==> src/rtl/cpu_ctrl_pkg.sv <==
// cpu_ctrl_pkg: shared types and constants for the multi-cycle control sequencer
//   state_t         - sequencer state encoding (also driven on the State debug port)
//   OP_*            - instruction opcodes carried in IR[7:6]
//   ctrl_t          - bundle of datapath select/enable lines plus the retire pulse
//   COUNT_W_DEFAULT - default width of the retired-instruction counter
package cpu_ctrl_pkg;

    localparam int COUNT_W_DEFAULT = 8;

    typedef enum logic [2:0] {
        IDLE   = 3'd0,
        FETCH  = 3'd1,
        DECODE = 3'd2,
        EXEC   = 3'd3,
        MEM    = 3'd4,
        WB     = 3'd5
    } state_t;

    localparam logic [1:0] OP_ADD = 2'b00;
    localparam logic [1:0] OP_LW  = 2'b01;
    localparam logic [1:0] OP_SW  = 2'b10;
    localparam logic [1:0] OP_J   = 2'b11;

    typedef struct packed {
        logic reg_dst;
        logic reg_write;
        logic alu_src;
        logic mem_to_reg;
        logic mem_read;
        logic mem_write;
        logic iord;
        logic ir_write;
        logic pc_write;
        logic pc_src;
        logic instr_done;
    } ctrl_t;

endpackage

==> src/rtl/ctrl_decode.sv <==
// ctrl_decode: combinational map from sequencer state, opcode and memory handshake to datapath controls
//   state     in   current sequencer state
//   op        in   opcode of the instruction in flight
//   mem_ready in   memory completes the current access this cycle
//   ctrl      out  control-line bundle; every line not raised for a state stays 0
module ctrl_decode
    import cpu_ctrl_pkg::*;
(
    input  state_t      state,
    input  logic [1:0]  op,
    input  logic        mem_ready,
    output ctrl_t       ctrl
);

    logic fetch_go;
    logic jump;

    assign fetch_go = state == FETCH && mem_ready;
    assign jump     = state == DECODE && op == OP_J;

    always_comb begin
        ctrl            = '0;
        ctrl.mem_read   = state == FETCH || (state == MEM && op == OP_LW);
        ctrl.mem_write  = state == MEM && op == OP_SW;
        ctrl.iord       = state == MEM;
        ctrl.ir_write   = fetch_go;
        ctrl.pc_write   = fetch_go || jump;
        ctrl.pc_src     = jump;
        ctrl.alu_src    = state == EXEC && (op == OP_LW || op == OP_SW);
        ctrl.reg_write  = state == WB;
        ctrl.reg_dst    = state == WB && op == OP_ADD;
        ctrl.mem_to_reg = state == WB && op == OP_LW;
        // Retire points: jump in DECODE, store once memory accepts it, any write-back
        ctrl.instr_done = jump || (state == MEM && op == OP_SW && mem_ready) || state == WB;
    end

endmodule

==> src/rtl/multicycle_ctrl.sv <==
// multicycle_ctrl: multi-cycle control sequencer for the 8-bit four-register CPU datapath
//   Clk, Clear        clock and asynchronous active-low reset
//   Run, Step         free-run level and single-instruction start pulse (honoured only in IDLE)
//   Opcode            IR[7:6], sampled in DECODE
//   Mem_Ready         memory handshake for FETCH and MEM
//   RegDst..PC_Src    datapath select and enable lines
//   Instr_Done        one-cycle retire pulse
//   State             current state encoding for debug/LEDs
//   Instr_Count       retired-instruction counter, wraps modulo 2^COUNT_W
module multicycle_ctrl
    import cpu_ctrl_pkg::*;
#(
    parameter int COUNT_W = COUNT_W_DEFAULT
) (
    input  logic               Clk,
    input  logic               Clear,
    input  logic               Run,
    input  logic               Step,
    input  logic [1:0]         Opcode,
    input  logic               Mem_Ready,
    output logic               RegDst,
    output logic               RegWrite,
    output logic               ALUSrc,
    output logic               MemtoReg,
    output logic               MemRead,
    output logic               MemWrite,
    output logic               IorD,
    output logic               IR_Write,
    output logic               PC_Write,
    output logic               PC_Src,
    output logic               Instr_Done,
    output logic [2:0]         State,
    output logic [COUNT_W-1:0] Instr_Count
);

    state_t             state;
    state_t             state_nxt;
    logic   [1:0]       op_q;
    logic   [1:0]       op;
    logic [COUNT_W-1:0] count;
    ctrl_t              ctrl;

    // op_q only becomes valid after DECODE, so DECODE itself looks at the live opcode
    assign op = state == DECODE ? Opcode : op_q;

    always_ff @(posedge Clk or negedge Clear) begin
        if (!Clear) begin
            state <= IDLE;
            op_q  <= OP_ADD;
            count <= '0;
        end else begin
            state <= state_nxt;
            op_q  <= state == DECODE ? Opcode : op_q;
            count <= ctrl.instr_done ? count + COUNT_W'(1) : count;
        end
    end

    always_comb begin
        state_nxt = IDLE;
        case (state)
            IDLE:    state_nxt = (Run || Step) ? FETCH : IDLE;
            FETCH:   state_nxt = Mem_Ready ? DECODE : FETCH;
            DECODE:  state_nxt = EXEC;
            EXEC:    state_nxt = op_q == OP_ADD ? WB : MEM;
            MEM:     state_nxt = Mem_Ready ? WB : MEM;
            WB:      state_nxt = IDLE;
            default: state_nxt = IDLE;
        endcase
        // Retiring overrides the per-state choice; Run alone picks the next instruction
        if (ctrl.instr_done)
            state_nxt = Run ? FETCH : IDLE;
    end

    ctrl_decode u_decode (
        .state     (state),
        .op        (op),
        .mem_ready (Mem_Ready),
        .ctrl      (ctrl)
    );

    assign RegDst      = ctrl.reg_dst;
    assign RegWrite    = ctrl.reg_write;
    assign ALUSrc      = ctrl.alu_src;
    assign MemtoReg    = ctrl.mem_to_reg;
    assign MemRead     = ctrl.mem_read;
    assign MemWrite    = ctrl.mem_write;
    assign IorD        = ctrl.iord;
    assign IR_Write    = ctrl.ir_write;
    assign PC_Write    = ctrl.pc_write;
    assign PC_Src      = ctrl.pc_src;
    assign Instr_Done  = ctrl.instr_done;
    assign State       = state;
    assign Instr_Count = count;

endmodule

==> config.mk <==
export PLATFORM = sky130hd
export DESIGN_NAME = multicycle_ctrl
export DESIGN_NICKNAME = d
export VERILOG_FILES = /design/src/rtl/cpu_ctrl_pkg.sv /design/src/rtl/ctrl_decode.sv /design/src/rtl/multicycle_ctrl.sv
export SDC_FILE = /design/constraint.sdc
export NUM_CORES = 1
export LEC_CHECK = 0
export BUFFER_PORTS_ARGS = -buffer_cell sky130_fd_sc_hd__buf_4
export CAP_MARGIN = 20
export CORE_MARGIN = 2
export CORE_UTILIZATION = 47
export DETAILED_ROUTE_END_ITERATION = 7
export PLACE_DENSITY = 0.82
export SYNTH_ARGS = -nofsm -noshare
export SYNTH_HDL_FRONTEND = slang
export SYNTH_SLANG_ARGS = --single-unit
==> constraint.sdc <==
create_clock -name Clk -period 3 [get_ports Clk]
set_input_delay 0.75 -clock Clk [delete_from_list [all_inputs] [get_ports Clk]]
set_output_delay 0.75 -clock Clk [all_outputs]
set_load 0.02 [all_outputs]
==> flow_summary.toml, run 1 <==
[layout]
nets = 120
multiInputGateArea_sq_um = 410
number_of_filler_cells_placed_in_the_layout = 131
antenna_cells = 0
final_cells = 125
area.growth.synth_to_final_pct = 37.1
sequential_cell_area_sq_um = 325
ratio_of_cells_with_drive_above_1_in_the_final_layout_pct = 41.3

[timing]
fmaxAchievable_ghz = 0.344
max-slew-margin-rel_pct = 76.9
skew_ns = 0.00608
layout_worst_path_cycle_share_pct = 96.8
timing_worst_slew_pin_value_ns = 0.346
post-route-min-period_ns = 2.90
final-hold-violation-count = 0
slew_violations = 0
post_route_worst_setup_slack_ns = 0.0954
finalSetupViolCount = 0

[clock_tree]
cts_h_tree_depth = 1
clkLatencyLatePin_ns = 0.27
cts_num_sinks = 13
path_clk_slew_ns = 0.07
clock_tree_from_tritoncts = "yes"
root_buffer = "clkbuf_4"
tritoncts.num_buffers = 3
cts_buffer_depth = 2

[logic_synthesis]
synth.most_common_cell = "dfrtp_1"
postSynthCellCount = 75
dominantRegCellSynth = "dfrtp_1"
syn-cell-area_sq_um = 762
async_flop_share_pct = 100
synthDominantAreaCellType = "dfrtp_1"
synthDistinctLibCells = 30
synth_top_cell_area_share_pct = 42.7
commonest_cells_post_synth = "13 x dfrtp_1, 6 x nand2_1, 4 x xnor2_1"
postSynthNetCount = 85
ys_top_cells_by_area = "dfrtp_1 43%, ha_1 4.9%, xnor2_1 4.6%, xor2_1 3.4%, nor3b_2 3.3%"
sequential_fraction_of_the_synthesis_area_pct = 42.7
post_synth_edffs = 0
syn_avg_cell_area_sq_um = 10.2
yosys_warnings = 0
yosys_register_bits = 13

[floorplan]
top_level_ports = 29
die-height_um = 44.3
die_footprint_sq_um = 1960
starting_density_pct = 50.6
row_count = 14
core_area_sq_um = 1510
die_w_um = 44.3

[routing]
drt-met1-wl_um = 673
postRouteAntennaNets = 0
drt-pass1-iter-count = 4
drc = 0
initialDrtViolationCount = 21
routed-via-count = 676
route.detailed.vias_per_inst = 5.41
detailroute.wirelength.met2_um = 866
drt_wl_total_um = 1630
routed_wire_length_per_instance_um = 13.1
highest-signal-layer = "met4"
met3_length_um = 86

[global_route]
grt_max_degree = 14
number_of_global_route_vias_before_repair = 624
grt_first_pass_wirelength_um = 2700
grt-ovfl-total = 0
initial_antenna_violation_count = 0
groute.usage.overall_pct = 18.8

[critical_path]
crit_path_max_incr_delay_ns = 0.42
cp_data_required_time_ns = 2.25
crit_slowest_cell = "dfrtp_1"
crit_type = "register to output pin"
critPathCaptureType = "output pin"
crit_path_max_fanout = 5
cell_by_cell_trace_of_the_critical_path = "nor3b_4 > mux2_4 > ha_1 > a21o_1 > a32oi_2 > inv_2 > buf_4"
cp.arrival_ns = 2.15
worst_setup_path_start_kind = "register"

[placed_design]
finalWeightedCongestion = 0.825
post-place-ws_ns = 0.194
placedCellCount = 121
placement.io_buffers = 28
dpl.hpwl_um = 1320

[power]
leakagePower_uw = 0.000543
intPower_uw = 555
clkPwrFrac_pct = 10.2
total_power_uw = 980
power.switching_uw = 425
power_density_nw_per_um2 = 938
p_seq_share_pct = 29.9
pwr-share-comb_pct = 59.9
peakVddDrop_mv = 0.584
power.share.switching_pct = 43.4

[min_path]
min_path_type = "input pin to asynchronous set/reset pin"

[flow_run]
max-cap-violations = 0

[outcome]
status = "finished clean"
## timing repair
action / in CTS / in global routing
buffers inserted: 0 / 0
endpoints found under the hold margin: 0 / 0
hold buffers: 0 / 0
resized for setup: 0 / 2
endpoints found under the setup margin: 0 / 1
## critical path: cells and delay by family (launching register included)
kind / cells / cell delay, ns
adders and majority gates: 1 / 0.20
and+or+nand+nor: 1 / 0.25
DFF: 1 / 0.42
buffers and inverters: 2 / 0.25
muxes: 1 / 0.34
AOI/OAI and AO/OA: 2 / 0.43
## through the flow
stage                     cell area (sq um)  TNS (ns)  util [%]  hold slack, ns
final                                  1040         0      69.4           0.310
after global routing                   1040   -0.0412      69.4           0.300
after CTS                              1030         0      68.7           0.311
after detailed placement               1010         0      66.9           0.465
after global placement                 1010         0      66.9           0.458
after floorplan                         762         0         -           0.454
## layout by cell type, fill, tap and decap left out
master / Yosys / layout
nor3b_2: 2 / 1
o21ai_0: 2 / 2
inv_1: 2 / 2
nor3b_4: 0 / 1
nand3b_1: 1 / 1
a21o_1: 1 / 1
buf_4: 0 / 33
and2_1: 3 / 3
clkbuf_1: 0 / 1
nor3_1: 2 / 2
a32oi_2: 1 / 1
inv_2: 2 / 2
nand2_1: 6 / 6
nand2b_1: 3 / 3
xor2_1: 3 / 3
xnor2_1: 4 / 4
ha_1: 3 / 3
mux2i_1: 1 / 1
mux2_4: 0 / 1
and3_1: 3 / 3
nand4_1: 2 / 2
or4_1: 1 / 1
nor2_1: 3 / 3
mux2_2: 2 / 1
o221ai_1: 1 / 1
dfrtp_1: 13 / 13
nor3_2: 1 / 1
nor2b_1: 2 / 2
clkbuf_4: 0 / 3
or2_2: 1 / 1
a21oi_1: 2 / 2
a32o_1: 2 / 2
nand3_1: 3 / 3
## layer usage
layer  GRT usage (%)  up-vias
li1                -      332
met1            23.4      322
met2            32.1       20
met3            6.12        2
met4            3.64        0
met5               0        -
## final cells by class
class,instances,area share (%)
flip-flops and latches,13,31.1
repair buffers,33,23.7
clock buffers,4,2.51
well taps,16,1.92
multi-input cells,55,39.3
inverters,4,1.44
## worst paths after layout
| check | start | endpoint | slack (ns) | depth (start not counted) |
|---|---|---|---|---|
| worst max-delay path | State[0]$_DFF_PN0_ | Instr_Done | 0.1 | 7 |
| worst min-delay path | Clear | Instr_Count[4]$_DFFE_PN0P_ | 0.31 | 1 |
| worst max register to register | State[0]$_DFF_PN0_ | Instr_Count[5]$_DFFE_PN0P_ | 0.78 | 9 |
| worst min register to register | Instr_Count[7]$_DFFE_PN0P_ | Instr_Count[7]$_DFFE_PN0P_ | 0.47 | 1 |
| max in group asynchronous | Clear | Instr_Count[0]$_DFFE_PN0P_ | 2.53 | 1 |
| min in group Clk | Instr_Count[7]$_DFFE_PN0P_ | Instr_Count[7]$_DFFE_PN0P_ | 0.47 | 1 |
## cell families after synthesis
group	share of synthesized area, %
buffers and inverters	4.76
DFF	42.7
AOI/OAI and AO/OA	9.53
adders and majority gates	4.93
muxes	4.27
xor gates and xnor gates	8.05
and+or+nand+nor	25.8
## power groups by stage
stage                     registers (uW)  clock network, uW  logic [uW]
final                                293                100         587
after CTS                            288                104         579
after floorplan                      340                  0         307
after global routing                 300                115         638
after detailed placement             291                  0         577
after global placement               284                  0         564
## sequential cells by signal (all words and copies together) (netlist names)
signal	cells
Instr_Count	8
State	3
op_q	2
Power figures use the tool's default switching activity.
==> inputs of run 2 (changes only) <==
--- a/config.mk
+++ b/config.mk
@@ -11,6 +11,7 @@
 export CORE_UTILIZATION = 47
 export DETAILED_ROUTE_END_ITERATION = 7
 export PLACE_DENSITY = 0.82
+export SETUP_SLACK_MARGIN = 0.3
 export SYNTH_ARGS = -nofsm -noshare
 export SYNTH_HDL_FRONTEND = slang
 export SYNTH_SLANG_ARGS = --single-unit
==> run 2 against run 1 <==
Effect of this change: critical path depth unchanged; total power up 15%; register-to-register slack worse by 0.03 ns; die area did not move; clock skew is 0.0019 ns lower; via count grew 8.3%; cell count rose by 4.8%; critical path type unchanged; critical endpoint unchanged; largest cell class unchanged; largest power group unchanged; highest routed layer is now met3.
==> flow_summary.toml, run 2 (synthesized netlist as in run 1, its figures left out) <==
[outcome]
status = "finished clean"

[routing]
route.detailed.vias_per_inst = 5.59
drt-pass1-iter-count = 4
routed-via-count = 732
drt_wl_total_um = 2050
routed_wire_length_per_instance_um = 15.7
initialDrtViolationCount = 8
drc = 0
postRouteAntennaNets = 0

[placed_design]
placement.io_buffers = 28
finalWeightedCongestion = 0.822
dpl.hpwl_um = 1370
placed_area_sq_um = 1030

[clock_tree]
cts_num_sinks = 13
clkLatencyLatePin_ns = 0.28
path_clk_slew_ns = 0.08
root_buffer = "clkbuf_4"
cts_hold_repair.buffers = 0
cts_buffer_depth = 2
tritoncts.num_buffers = 3
clock_tree_from_tritoncts = "yes"
cts_h_tree_depth = 1

[timing]
post-route-min-period_ns = 2.84
fmaxAchievable_ghz = 0.352
final-hold-violation-count = 0
layout_worst_path_cycle_share_pct = 94.7
skew_ns = 0.00417
rsz_0062_raised_after_global_routing = "yes"
setup-tns-final_ns = 0
holdWs_ns = 0.301
slew_violations = 0
timing_worst_slew_pin_value_ns = 0.366
finalSetupViolCount = 0
max-slew-margin-rel_pct = 75.6

[global_route]
grt_max_degree = 14
number_of_global_route_vias_before_repair = 691
groute.usage.overall_pct = 21.5
grt-ovfl-total = 0
grt_first_pass_wirelength_um = 3110
initial_antenna_violation_count = 0

[floorplan]
core_area_sq_um = 1510
die_w_um = 44.3
die-height_um = 44.3
die_footprint_sq_um = 1960
top_level_ports = 29
starting_density_pct = 50.6
row_count = 14

[flow_run]
max-cap-violations = 0

[layout]
layout_commonest_cell = "buf_4"
mostFrequentLayoutCells = "36 x buf_4, 12 x dfrtp_1, 6 x nand2_1"
number_of_filler_cells_placed_in_the_layout = 109
antenna_cells = 0
ratio_of_cells_with_drive_above_1_in_the_final_layout_pct = 49.6
stdcell_area_sq_um = 1160
largest_register_ff_count = 8
area.growth.synth_to_final_pct = 51.7
final_core_util_pct = 76.7
nets = 126

[critical_path]
setup.worst_path.end = "Instr_Done"
cp.arrival_ns = 2.09
worst_setup_path_start_kind = "register"
r2r-start = "State[2]$_DFF_PN0_"
rrSetupSlack_ns = 0.75
destination_of_the_worst_register_to_register_timing_path = "Instr_Count[4]$_DFFE_PN0P_"
crit_path_max_incr_delay_ns = 0.41
crit_path_max_fanout = 3
crit_type = "register to output pin"
cp_data_required_time_ns = 2.25
worst_r2r_path_depth = 10
crit_slowest_cell = "dfrtp_1"
critPathCaptureType = "output pin"
timing.critical_path.from = "State[2]$_DFF_PN0_"
cell_by_cell_trace_of_the_critical_path = "nor3b_4 > mux2_4 > ha_4 > a21o_1 > a32oi_4 > inv_2 > buf_6"

[power]
peakVddDrop_mv = 0.635
power_density_nw_per_um2 = 978
leakagePower_uw = 0.000572

[min_path]
min_path_type = "input pin to asynchronous set/reset pin"
## run 2: changes by cell type in the layout (fill, tap and decap cells not counted), sizes merged
cell and change:
buf +6
## run 2: where the power goes
part	internal (uW)	total, uW	switching [uW]	leakage [uW]
clock	51.6	108	56.2	0.0000150
combinational	347	723	377	0.000391
sequential	236	300	64.2	0.000166
total	634	1130	497	0.000572
## run 2: worst min path at each step
stage	endpoint	slack [ns]	cells after the start	start
CTS	Instr_Count[5]$_DFFE_PN0P_	0.30	1	Clear
global placement	Instr_Count[7]$_DFFE_PN0P_	0.46	1	Instr_Count[7]$_DFFE_PN0P_
finish	Instr_Count[7]$_DFFE_PN0P_	0.30	1	Clear
detailed placement	Instr_Count[3]$_DFFE_PN0P_	0.49	1	Instr_Count[3]$_DFFE_PN0P_
global route	Instr_Count[5]$_DFFE_PN0P_	0.30	1	Clear
floorplan	Instr_Count[0]$_DFFE_PN0P_	0.45	0	Clear
## run 2: area by class of cell
cell class,count,area (sq um),share of cell area (%)
inverters,4,15.0,1.30
repair buffers,39,304,26.3
well taps,16,20.0,1.73
clock buffers,4,26.3,2.27
multi-input cells,55,464,40.2
flip-flops and latches,13,327,28.2
## run 2: worst max-delay path: cells and delay by family (launching register included)
family                     cells  cell delay, ns
AOI/OAI and AO/OA              2            0.41
adders and majority gates      1            0.17
buffers and inverters          2            0.20
DFF                            1            0.41
muxes                          1            0.35
and+or+nand+nor                1            0.27
## run 2: per-layer routing
| layer | wire length, um | vias to the layer above | track usage [%] |
|---|---|---|---|
| met2 | 1070 | 26 | 38.5 |
| met1 | 847 | 363 | 26.2 |
| li1 | - | 343 | - |
| met4 | 0 | 0 | 2.42 |
| met3 | 132 | 0 | 6.53 |
| met5 | 0 | - | 0 |
## run 2: stage by stage
step | total power (uW) | setup slack [ns] | instances
finish | 1130 | 0.159 | 131
global route | 1200 | 0.0712 | 131
CTS | 1050 | 0.164 | 128
detailed placement | 892 | 0.274 | 120
global placement | 873 | 0.298 | 120
floorplan | 681 | 0.310 | 75
## run 2: repair_timing
| item | 4_1_cts | 5_1_grt |
|---|---|---|
| pin swaps | 2 | 4 |
| resized for setup | 2 | 8 |
| setup endpoints to repair | 4 | 5 |
| hold endpoints to repair | 0 | 0 |
| buffers inserted | 4 | 3 |
==> inputs of run 3 (changes only) <==
--- a/config.mk
+++ b/config.mk
@@ -11,6 +11,7 @@
 export CORE_UTILIZATION = 47
 export DETAILED_ROUTE_END_ITERATION = 7
 export PLACE_DENSITY = 0.82
+export RECOVER_POWER = 25
 export SETUP_SLACK_MARGIN = 0.3
 export SYNTH_ARGS = -nofsm -noshare
 export SYNTH_HDL_FRONTEND = slang
==> run 3 against run 2 <==
Effect of this change: flip-flop and latch count unchanged; design area shrank 0.32%; first-iteration DRC count unchanged; cell count is the same; fmax is the same; clock power barely moved; via count up 0.14%; clock skew barely moved; global-route usage stayed put; largest power group unchanged; core utilization decreased by 0.25 points; worst hold slack better by 0.19 ns.
==> flow_summary.toml, run 3 (synthesized netlist as in run 1, its figures left out) <==
[outcome]
status = "finished clean"

[clock_tree]
cts_buffer_depth = 2
cts_num_sinks = 13
clock_tree_from_tritoncts = "yes"
path_clk_slew_ns = 0.08
cts_hold_repair.buffers = 0
root_buffer = "clkbuf_4"
cts_h_tree_depth = 1
tritoncts.num_buffers = 3
clkLatencyLatePin_ns = 0.28

[timing]
final-hold-violation-count = 0
slew_violations = 0
finalSetupViolCount = 0
fmaxAchievable_ghz = 0.352
skew_ns = 0.00416
post-route-min-period_ns = 2.84
timing_worst_slew_pin_value_ns = 0.717
max-slew-margin-rel_pct = 52.2
rsz_0062_raised_after_global_routing = "yes"
setup-tns-final_ns = 0
layout_worst_path_cycle_share_pct = 94.7

[power]
power.switching_uw = 497
clkPwrFrac_pct = 9.5
intPower_uw = 633
pwr-share-comb_pct = 63.9
p_seq_share_pct = 26.5
leakagePower_uw = 0.000568
power_density_nw_per_um2 = 981
power.share.switching_pct = 44.0
peakVddDrop_mv = 0.635

[layout]
largest_register_ff_count = 8
mostFrequentLayoutCells = "35 x buf_4, 12 x dfrtp_1, 6 x nand2_1"
nets = 126
antenna_cells = 0
number_of_filler_cells_placed_in_the_layout = 110
ratio_of_cells_with_drive_above_1_in_the_final_layout_pct = 48.7
layout_commonest_cell = "buf_4"
area.growth.synth_to_final_pct = 51.2
stdcell_area_sq_um = 1150

[critical_path]
cell_by_cell_trace_of_the_critical_path = "nor3b_4 > mux2_4 > ha_4 > a21o_1 > a32oi_4 > inv_2 > buf_6"
critPathCaptureType = "output pin"
cp.arrival_ns = 2.09
cp_data_required_time_ns = 2.25
worst_setup_path_start_kind = "register"
path_delay_family = "compound AO/OA/AOI/OAI gates"
crit_slowest_cell = "dfrtp_1"
crit_path_max_incr_delay_ns = 0.41
critical_path.n_buffers_inverters = 2
crit_path_max_fanout = 3
crit_type = "register to output pin"

[floorplan]
die-height_um = 44.3
row_count = 14
starting_density_pct = 50.6
die_w_um = 44.3
die_footprint_sq_um = 1960
core_area_sq_um = 1510
top_level_ports = 29

[global_route]
groute.usage.overall_pct = 21.5
grt_max_degree = 14
initial_antenna_violation_count = 0
number_of_global_route_vias_before_repair = 691
grt_first_pass_wirelength_um = 3110
grt-ovfl-total = 0

[routing]
drt-pass1-iter-count = 4
postRouteAntennaNets = 0
routed_wire_length_per_instance_um = 15.7
drt_wl_total_um = 2050
routed-via-count = 733
route.detailed.vias_per_inst = 5.60
drc = 0
initialDrtViolationCount = 8

[placed_design]
dpl.hpwl_um = 1370
placement.io_buffers = 28
finalWeightedCongestion = 0.822
placed_area_sq_um = 1030

[flow_run]
max-cap-violations = 0

[min_path]
min_path_type = "input pin to asynchronous set/reset pin"
[run 3: cell count changes in the layout (fill, tap and decap cells not counted)]
cell | previous run | this run
clkbuf_1 | 1 | 2
buf_4 | 36 | 35
[run 3: worst register-to-register path, cell delays in order, from the launching register on]
cell	delay, ns
dfrtp_1	0.41
nor3b_4	0.28
mux2_4	0.35
ha_4	0.17
a21o_1	0.20
a32oi_4	0.21
inv_2	0.07
buf_4	0.13
buf_4	0.14
nand3_1	0.09
xnor2_1	0.13
[run 3: area by class of cell]
| cell class | instances | area [sq um] | share of cell area [%] |
|---|---|---|---|
| well taps | 16 | 20.0 | 1.74 |
| multi-input cells | 55 | 464 | 40.3 |
| clock buffers | 4 | 26.3 | 2.28 |
| flip-flops and latches | 13 | 327 | 28.3 |
| repair buffers | 39 | 300 | 26.1 |
| inverters | 4 | 15.0 | 1.30 |
[run 3: worst paths after layout]
check | slack, ns | end | cells after the start | startpoint
min in group Clk | 0.50 | Instr_Count[3]$_DFFE_PN0P_ | 1 | Instr_Count[3]$_DFFE_PN0P_
worst min-delay path | 0.49 | Instr_Count[7]$_DFFE_PN0P_ | 1 | Clear
max in group asynchronous | 2.01 | State[1]$_DFF_PN0_ | 1 | Clear
worst max register to register | 0.75 | Instr_Count[4]$_DFFE_PN0P_ | 10 | State[2]$_DFF_PN0_
worst min register to register | 0.50 | Instr_Count[3]$_DFFE_PN0P_ | 1 | Instr_Count[3]$_DFFE_PN0P_
worst max-delay path | 0.16 | Instr_Done | 7 | State[2]$_DFF_PN0_
[run 3: metal layers]
metal,wire (um),GRT usage [%],vias up
li1,-,-,343
met1,847,26.2,364
met2,1070,38.5,26
met3,132,6.53,0
met4,0,2.42,0
met5,0,0,-
[run 3: timing repair]
item | 4_1_cts | 5_1_grt
hold endpoints to repair | 0 | 0
buffers inserted | 4 | 3
pin swaps | 2 | 4
setup endpoints to repair | 4 | 5
gates cloned | 0 | 0
resized for setup | 2 | 8
[run 3: power groups by stage]
stage | registers [uW] | clock network [uW] | logic (uW)
6_report | 300 | 108 | 723
3_5_place_dp | 298 | 0 | 594
2_1_floorplan | 346 | 0 | 334
4_1_cts | 297 | 112 | 642
3_3_place_gp | 292 | 0 | 580
5_1_grt | 305 | 118 | 777
[run 3: metrics by stage]
step                util, %  instances  hold slack (ns)  total power (uW)  setup WS (ns)
floorplan                 -         75            0.454               681          0.310
global route           76.5        131            0.514              1200         0.0712
CTS                    72.7        128            0.298              1050          0.164
finish                 76.5        131            0.493              1130          0.159
detailed placement     68.1        120            0.488               892          0.274
global placement       68.1        120            0.458               873          0.298
